`config.mk`:
```
export PLATFORM = sky130hd
export DESIGN_NAME = rtype_issue_ctrl
export DESIGN_NICKNAME = d
export VERILOG_FILES = /design/src/rtl/rtype_issue_ctrl_pkg.sv /design/src/rtl/rtype_issue_ctrl_rf.sv /design/src/rtl/rtype_issue_ctrl.sv
export SDC_FILE = /design/constraint.sdc
export NUM_CORES = 2
export LEC_CHECK = 0
export CELL_PAD_IN_SITES_DETAIL_PLACEMENT = 1
export CELL_PAD_IN_SITES_GLOBAL_PLACEMENT = 2
export CORE_UTILIZATION = 49
export DETAILED_ROUTE_END_ITERATION = 8
export DONT_BUFFER_PORTS = 1
export HOLD_SLACK_MARGIN = 0.02
export MAX_ROUTING_LAYER = met4
export PLACE_DENSITY_LB_ADDON = 0.1
export SYNTH_ARGS = -nofsm -noshare
export SYNTH_HDL_FRONTEND = slang
export SYNTH_SLANG_ARGS = --single-unit
```
`constraint.sdc`:
```
create_clock -name clk -period 9.6 [get_ports clk]
set_clock_uncertainty 0.05 [all_clocks]
set_input_delay 2.4 -clock clk [delete_from_list [all_inputs] [get_ports clk]]
set_output_delay 2.4 -clock clk [all_outputs]
set_load 0.03 [all_outputs]
```
`src/rtl/rtype_issue_ctrl_pkg.sv`:
```
// Shared definitions for the R-type issue controller:
// instruction fields, function codes, FSM states and decode helpers.
package rtype_issue_ctrl_pkg;

  localparam logic [5:0] OPC_RTYPE = 6'b000000;
  localparam logic [5:0] FUNCT_ADD = 6'b100000;
  localparam logic [5:0] FUNCT_SUB = 6'b100010;
  localparam logic [5:0] FUNCT_AND = 6'b100100;
  localparam logic [5:0] FUNCT_OR  = 6'b100101;
  localparam logic [5:0] FUNCT_SLL = 6'b000000;
  localparam logic [5:0] FUNCT_SRL = 6'b000010;

  typedef enum logic [1:0] {
    S_IDLE   = 2'd0,
    S_DECODE = 2'd1,
    S_EXEC   = 2'd2,
    S_WB     = 2'd3
  } state_e;

  typedef struct packed {
    logic [5:0] opcode;
    logic [4:0] rs;
    logic [4:0] rt;
    logic [4:0] rd;
    logic [4:0] shamt;
    logic [5:0] funct;
  } instr_t;

  function automatic logic is_shift(logic [5:0] f);
    return (f == FUNCT_SLL) || (f == FUNCT_SRL);
  endfunction

  function automatic logic is_arith(logic [5:0] f);
    return (f == FUNCT_ADD) || (f == FUNCT_SUB) ||
           (f == FUNCT_AND) || (f == FUNCT_OR);
  endfunction

  function automatic logic is_illegal(instr_t i, logic strict);
    logic bad;
    bad = 1'b1;
    if (i.opcode == OPC_RTYPE) begin
      unique case (1'b1)
        is_arith(i.funct): bad = strict && (i.shamt != '0);
        is_shift(i.funct): bad = strict && (i.rs != '0);
        default:           bad = 1'b1;
      endcase
    end
    return bad;
  endfunction

endpackage

```
`src/rtl/rtype_issue_ctrl_rf.sv`:
```
// 32x32 register file: three async read ports, one sync write
// port, async clear. R0 is hardwired to zero.
module rf_2r1w (
  input  logic        clk,
  input  logic        rst_n,
  input  logic        we_i,
  input  logic [4:0]  waddr_i,
  input  logic [31:0] wdata_i,
  input  logic [4:0]  raddr_a_i,
  output logic [31:0] rdata_a_o,
  input  logic [4:0]  raddr_b_i,
  output logic [31:0] rdata_b_o,
  input  logic [4:0]  raddr_c_i,
  output logic [31:0] rdata_c_o
);

  logic [31:0] mem_q [32];

  always_ff @(posedge clk or negedge rst_n) begin
    if (!rst_n) begin
      for (int i = 0; i < 32; i++) mem_q[i] <= '0;
    end else if (we_i && (waddr_i != '0)) begin
      mem_q[waddr_i] <= wdata_i;
    end
  end

  assign rdata_a_o = (raddr_a_i == '0) ? '0 : mem_q[raddr_a_i];
  assign rdata_b_o = (raddr_b_i == '0) ? '0 : mem_q[raddr_b_i];
  assign rdata_c_o = (raddr_c_i == '0) ? '0 : mem_q[raddr_c_i];

endmodule

```
`src/rtl/rtype_issue_ctrl.sv`:
```
// R-type issue controller: accepts one instruction at a time,
// drives the external ALU and writes the result back to rd.
module rtype_issue_ctrl
  import rtype_issue_ctrl_pkg::*;
#(
  parameter bit STRICT_DECODE = 1'b1
) (
  input  logic        clk,
  input  logic        rst_n,
  input  logic        in_valid,
  output logic        in_ready,
  input  logic [31:0] in_instr,
  output logic [31:0] alu_op1,
  output logic [31:0] alu_op2,
  output logic [5:0]  alu_funct,
  input  logic [31:0] alu_result,
  output logic        done_valid,
  output logic [4:0]  done_rd,
  output logic [31:0] done_data,
  output logic        done_err,
  input  logic [4:0]  dbg_addr,
  output logic [31:0] dbg_data
);

  state_e      state_q, state_d;
  instr_t      instr_q;
  logic [31:0] op1_q, op2_q;
  logic [5:0]  funct_q;
  logic        err_q;
  logic [4:0]  drd_q;
  logic [31:0] ddata_q;
  logic        derr_q;

  logic [31:0] rs_val, rt_val;
  logic        bad;
  logic        rf_we;

  assign bad = is_illegal(instr_q, STRICT_DECODE);
  assign rf_we = (state_q == S_WB) && !err_q;

  rf_2r1w u_rf (
    .clk       (clk),
    .rst_n     (rst_n),
    .we_i      (rf_we),
    .waddr_i   (instr_q.rd),
    .wdata_i   (ddata_q),
    .raddr_a_i (instr_q.rs),
    .rdata_a_o (rs_val),
    .raddr_b_i (instr_q.rt),
    .rdata_b_o (rt_val),
    .raddr_c_i (dbg_addr),
    .rdata_c_o (dbg_data)
  );

  always_comb begin
    state_d = state_q;
    unique case (state_q)
      S_IDLE:   if (in_valid) state_d = S_DECODE;
      S_DECODE: state_d = S_EXEC;
      S_EXEC:   state_d = S_WB;
      S_WB:     state_d = S_IDLE;
      default:  state_d = S_IDLE;
    endcase
  end

  always_ff @(posedge clk or negedge rst_n) begin
    if (!rst_n) state_q <= S_IDLE;
    else        state_q <= state_d;
  end

  always_ff @(posedge clk or negedge rst_n) begin
    if (!rst_n) begin
      instr_q <= '0;
      op1_q   <= '0;
      op2_q   <= '0;
      funct_q <= FUNCT_ADD;
      err_q   <= 1'b0;
    end else begin
      if (state_q == S_IDLE && in_valid) instr_q <= in_instr;
      if (state_q == S_DECODE) begin
        err_q <= bad;
        if (!bad) begin
          op1_q   <= is_shift(instr_q.funct) ? rt_val : rs_val;
          op2_q   <= is_shift(instr_q.funct) ?
                     {27'b0, instr_q.shamt} : rt_val;
          funct_q <= instr_q.funct;
        end
      end
    end
  end

  // The done registers double as the result register: loaded
  // at the end of EXEC, shown in WB, held until the next EXEC.
  always_ff @(posedge clk or negedge rst_n) begin
    if (!rst_n) begin
      drd_q   <= '0;
      ddata_q <= '0;
      derr_q  <= 1'b0;
    end else if (state_q == S_EXEC) begin
      drd_q   <= instr_q.rd;
      derr_q  <= err_q;
      ddata_q <= err_q ? '0 : alu_result;
    end
  end

  assign in_ready   = (state_q == S_IDLE);
  assign done_valid = (state_q == S_WB);
  assign done_rd    = drd_q;
  assign done_data  = ddata_q;
  assign done_err   = derr_q;
  assign alu_op1    = op1_q;
  assign alu_op2    = op2_q;
  assign alu_funct  = funct_q;

endmodule

```
==> impl_metrics.toml <==
[floorplanning]
coreArea_sq_um = 135800
rows = 135
die_area_sq_um = 138800
die_w_microns = 372.5
io_pins = 214
initial_utilization_pct = 49.54
die_h_microns = 372.5

[cts]
clkLatencyLatePin_ps = 810
clkTransAtPathRegs_ps = 60
cts_max_level = 4
cts_resized = 0
cts_tree = "built"
cts-root-buf = "clkbuf_16"
cts_setup_buffers = 0
clock_sinks = 1167
cts.path.max_buffers = 3
cts_buffers = 138
cts_hold_buf = 0

[detailed_routing]
ant_nets = 0
vias = 50330
vias_per_cell = 7.087
drc = 0
first_pass_iters = 6
wl_mm = 264.3
drt_iter0_markers = 5662
wire_per_inst_microns = 37.22

[critical_path]
crit_chain = "mux4_2, mux4_2, mux2i_1, nor2_1"
crit_type = "in -> out"
crit_top_cell = "mux4_2"
crit_path_start_kind = "primary input"
cp.arrival_ps = 5120
cp_max_fo = 257
crit_path_end_kind = "output port"
cp_slowest_stage_delay_ps = 780
required_ps = 7150
crit_slowest_cell = "mux2i_1"
r2r_slack_ps = 4940

[layout]
fin_area_sq_um = 72990
final_nets = 5271
area.sequential_sq_um = 29220
final_layout_size_suffix_gt1_share_pct = 26.52
stdcell_count = 7101
final_core_util_pct = 53.74
fillers = 13500
area_growth_pct = 8.482
multi_input_area_sq_um = 35620

[power]
power_density_nw_per_um2 = 232.6
finalPower_mw = 16.98
ir_drop_mv = 0.2869
p_leak_nw = 31.61

[timing]
fin_hold_ws_ps = 375.9
period_needed_ps = 7567
final_max_slew_viol_count = 0
setup_viol = 0
hold_viol = 0
worstMarginPinSlew_ps = 1387
max_freq_mhz = 132.2
fin_crit_sh_pct = 78.82
rsz0062_at_grt = "no"
fin_ws_ps = 2033
tns_ps = 0
slew_headroom_pct = 7.512

[logic_synthesis]
synth_most_common_cell = "dfrtp_1"
synthMuxAreaShare_pct = 36.44
yosysWarnings = 0
synth_compound_area_share_pct = 9.230
synth_ff_type = "dfrtp_1"
async_reset_ff_share_pct = 100.0
synth_top_family_by_area = "multiplexers"
synth_fa_ha_area_share_pct = 0.07439
synth_edf_count = 0
synth_seq_cells = 1167
yosysSeqAreaShare_pct = 43.41
syn_nets = 5651
synth_area_leader_cell = "dfrtp_1"
synthCells = 5575
synth_xor_area_share_pct = 0
yosysUniqueCellTypes = 46
yosysTopAreaCellShare_pct = 43.37
netlist_area_sq_um = 67280
ys_top_cells_by_area = "dfrtp_1, mux4_2, mux2i_1"
synth_commonest_cells = "dfrtp_1, nand2_1, o21ai_0"
synth_simple_gate_area_share_pct = 6.691
postSynthAreaPerCell_sq_um = 12.07

[global_routing]
grtUsageTotal_pct = 39.72
grt_max_degree = 1168
grt_pass1_wl_mm = 381.9
grt_antenna_before_repair = 19
gr-total-overflow = 0
grt_pass1_vias = 51690

[job]
maxCapViolCount = 0

[place]
dp_cells = 6830
numPortBuffers = 0
place_hpwl_mm = 145.5
placed_area_sq_um = 67930
dpl_worst_slack_ps = 2250
place_congestion = 0.8461

[worst_hold_path]
hp-class = "reg -> reg"

[outcome]
status = "completed"
-- metal layers --
| metal | global-route usage [%] | vias up | routed length, microns |
|---|---|---|---|
| met4 | 17.39 | 0 | 12400 |
| met5 | - | - | 0 |
| met2 | 57.42 | 2466 | 117700 |
| met1 | 52.77 | 27070 | 108500 |
| li1 | - | 20170 | - |
| met3 | 10.41 | 624 | 25730 |
-- final cells by class --
type / instances / area share, %
clock inverter: 49 / 0.8966
tap: 1781 / 3.053
timing repair buffer: 91 / 1.203
antenna: 11 / 0.03771
inverter: 40 / 0.2057
multi-input combinational: 3757 / 48.80
clock buffer: 205 / 5.763
sequential: 1167 / 40.04
-- flip-flops by register name, indices dropped and copies added, names as in the netlist --
register,cells
alu_funct,6
alu_op1,32
alu_op2,32
done_data,32
done_err,1
done_rd,5
err_q,1
instr_q,32
state_q,2
u_rf.mem_q,1024
-- worst paths after layout --
check,startpoint,to,cells after the start
worst max-delay path,dbg_addr[0],dbg_data[30],4
min in group asynchronous,rst_n,u_rf.mem_q[977]$_DFFE_PN0P_,0
max in group asynchronous,rst_n,instr_q[24]$_DFFE_PN0P_,3
worst min-delay path,u_rf.mem_q[994]$_DFFE_PN0P_,u_rf.mem_q[994]$_DFFE_PN0P_,0
worst max register to register,instr_q[21]$_DFFE_PN0P_,alu_op1[22]$_DFFE_PN0P_,8
worst min register to register,u_rf.mem_q[994]$_DFFE_PN0P_,u_rf.mem_q[994]$_DFFE_PN0P_,0
-- cells in the final DEF (no fill, tap or decap), types with 38 or more instances in the layout --
master and count:
dfrtp_1 1160, nand2_1 710, o21ai_0 670, mux2i_1 640, mux4_2 576, mux2_2 456, a22oi_1 283, clkbuf_16 147
nand3_1 132, buf_4 79, inv_1 40, nor2_1 38
-- critical path: cells and delay by family --
family | cells | cell delay [ps]
muxes | 3 | 1990
and+or+nand+nor | 1 | 350
-- power by group --
group	total [mW]	switching [mW]	internal, mW
Sequential	5.60	0.503	5.10
Clock	5.67	2.25	3.41
Combinational	5.70	3.72	1.98
-- logic make-up (layout without fill, tap and decap cells) --
kind of cell / Yosys count / count (layout)
AO/OA/AOI/OAI: 1040 / 1040
adder cells (fa/ha/maj): 4 / 4
buffers and inverters: 651 / 385
flip-flops: 1167 / 1167
multiplexers: 1672 / 1672
other: 0 / 11
AND/OR/NAND/NOR: 1041 / 1041
(Power assumes the default switching activity.)
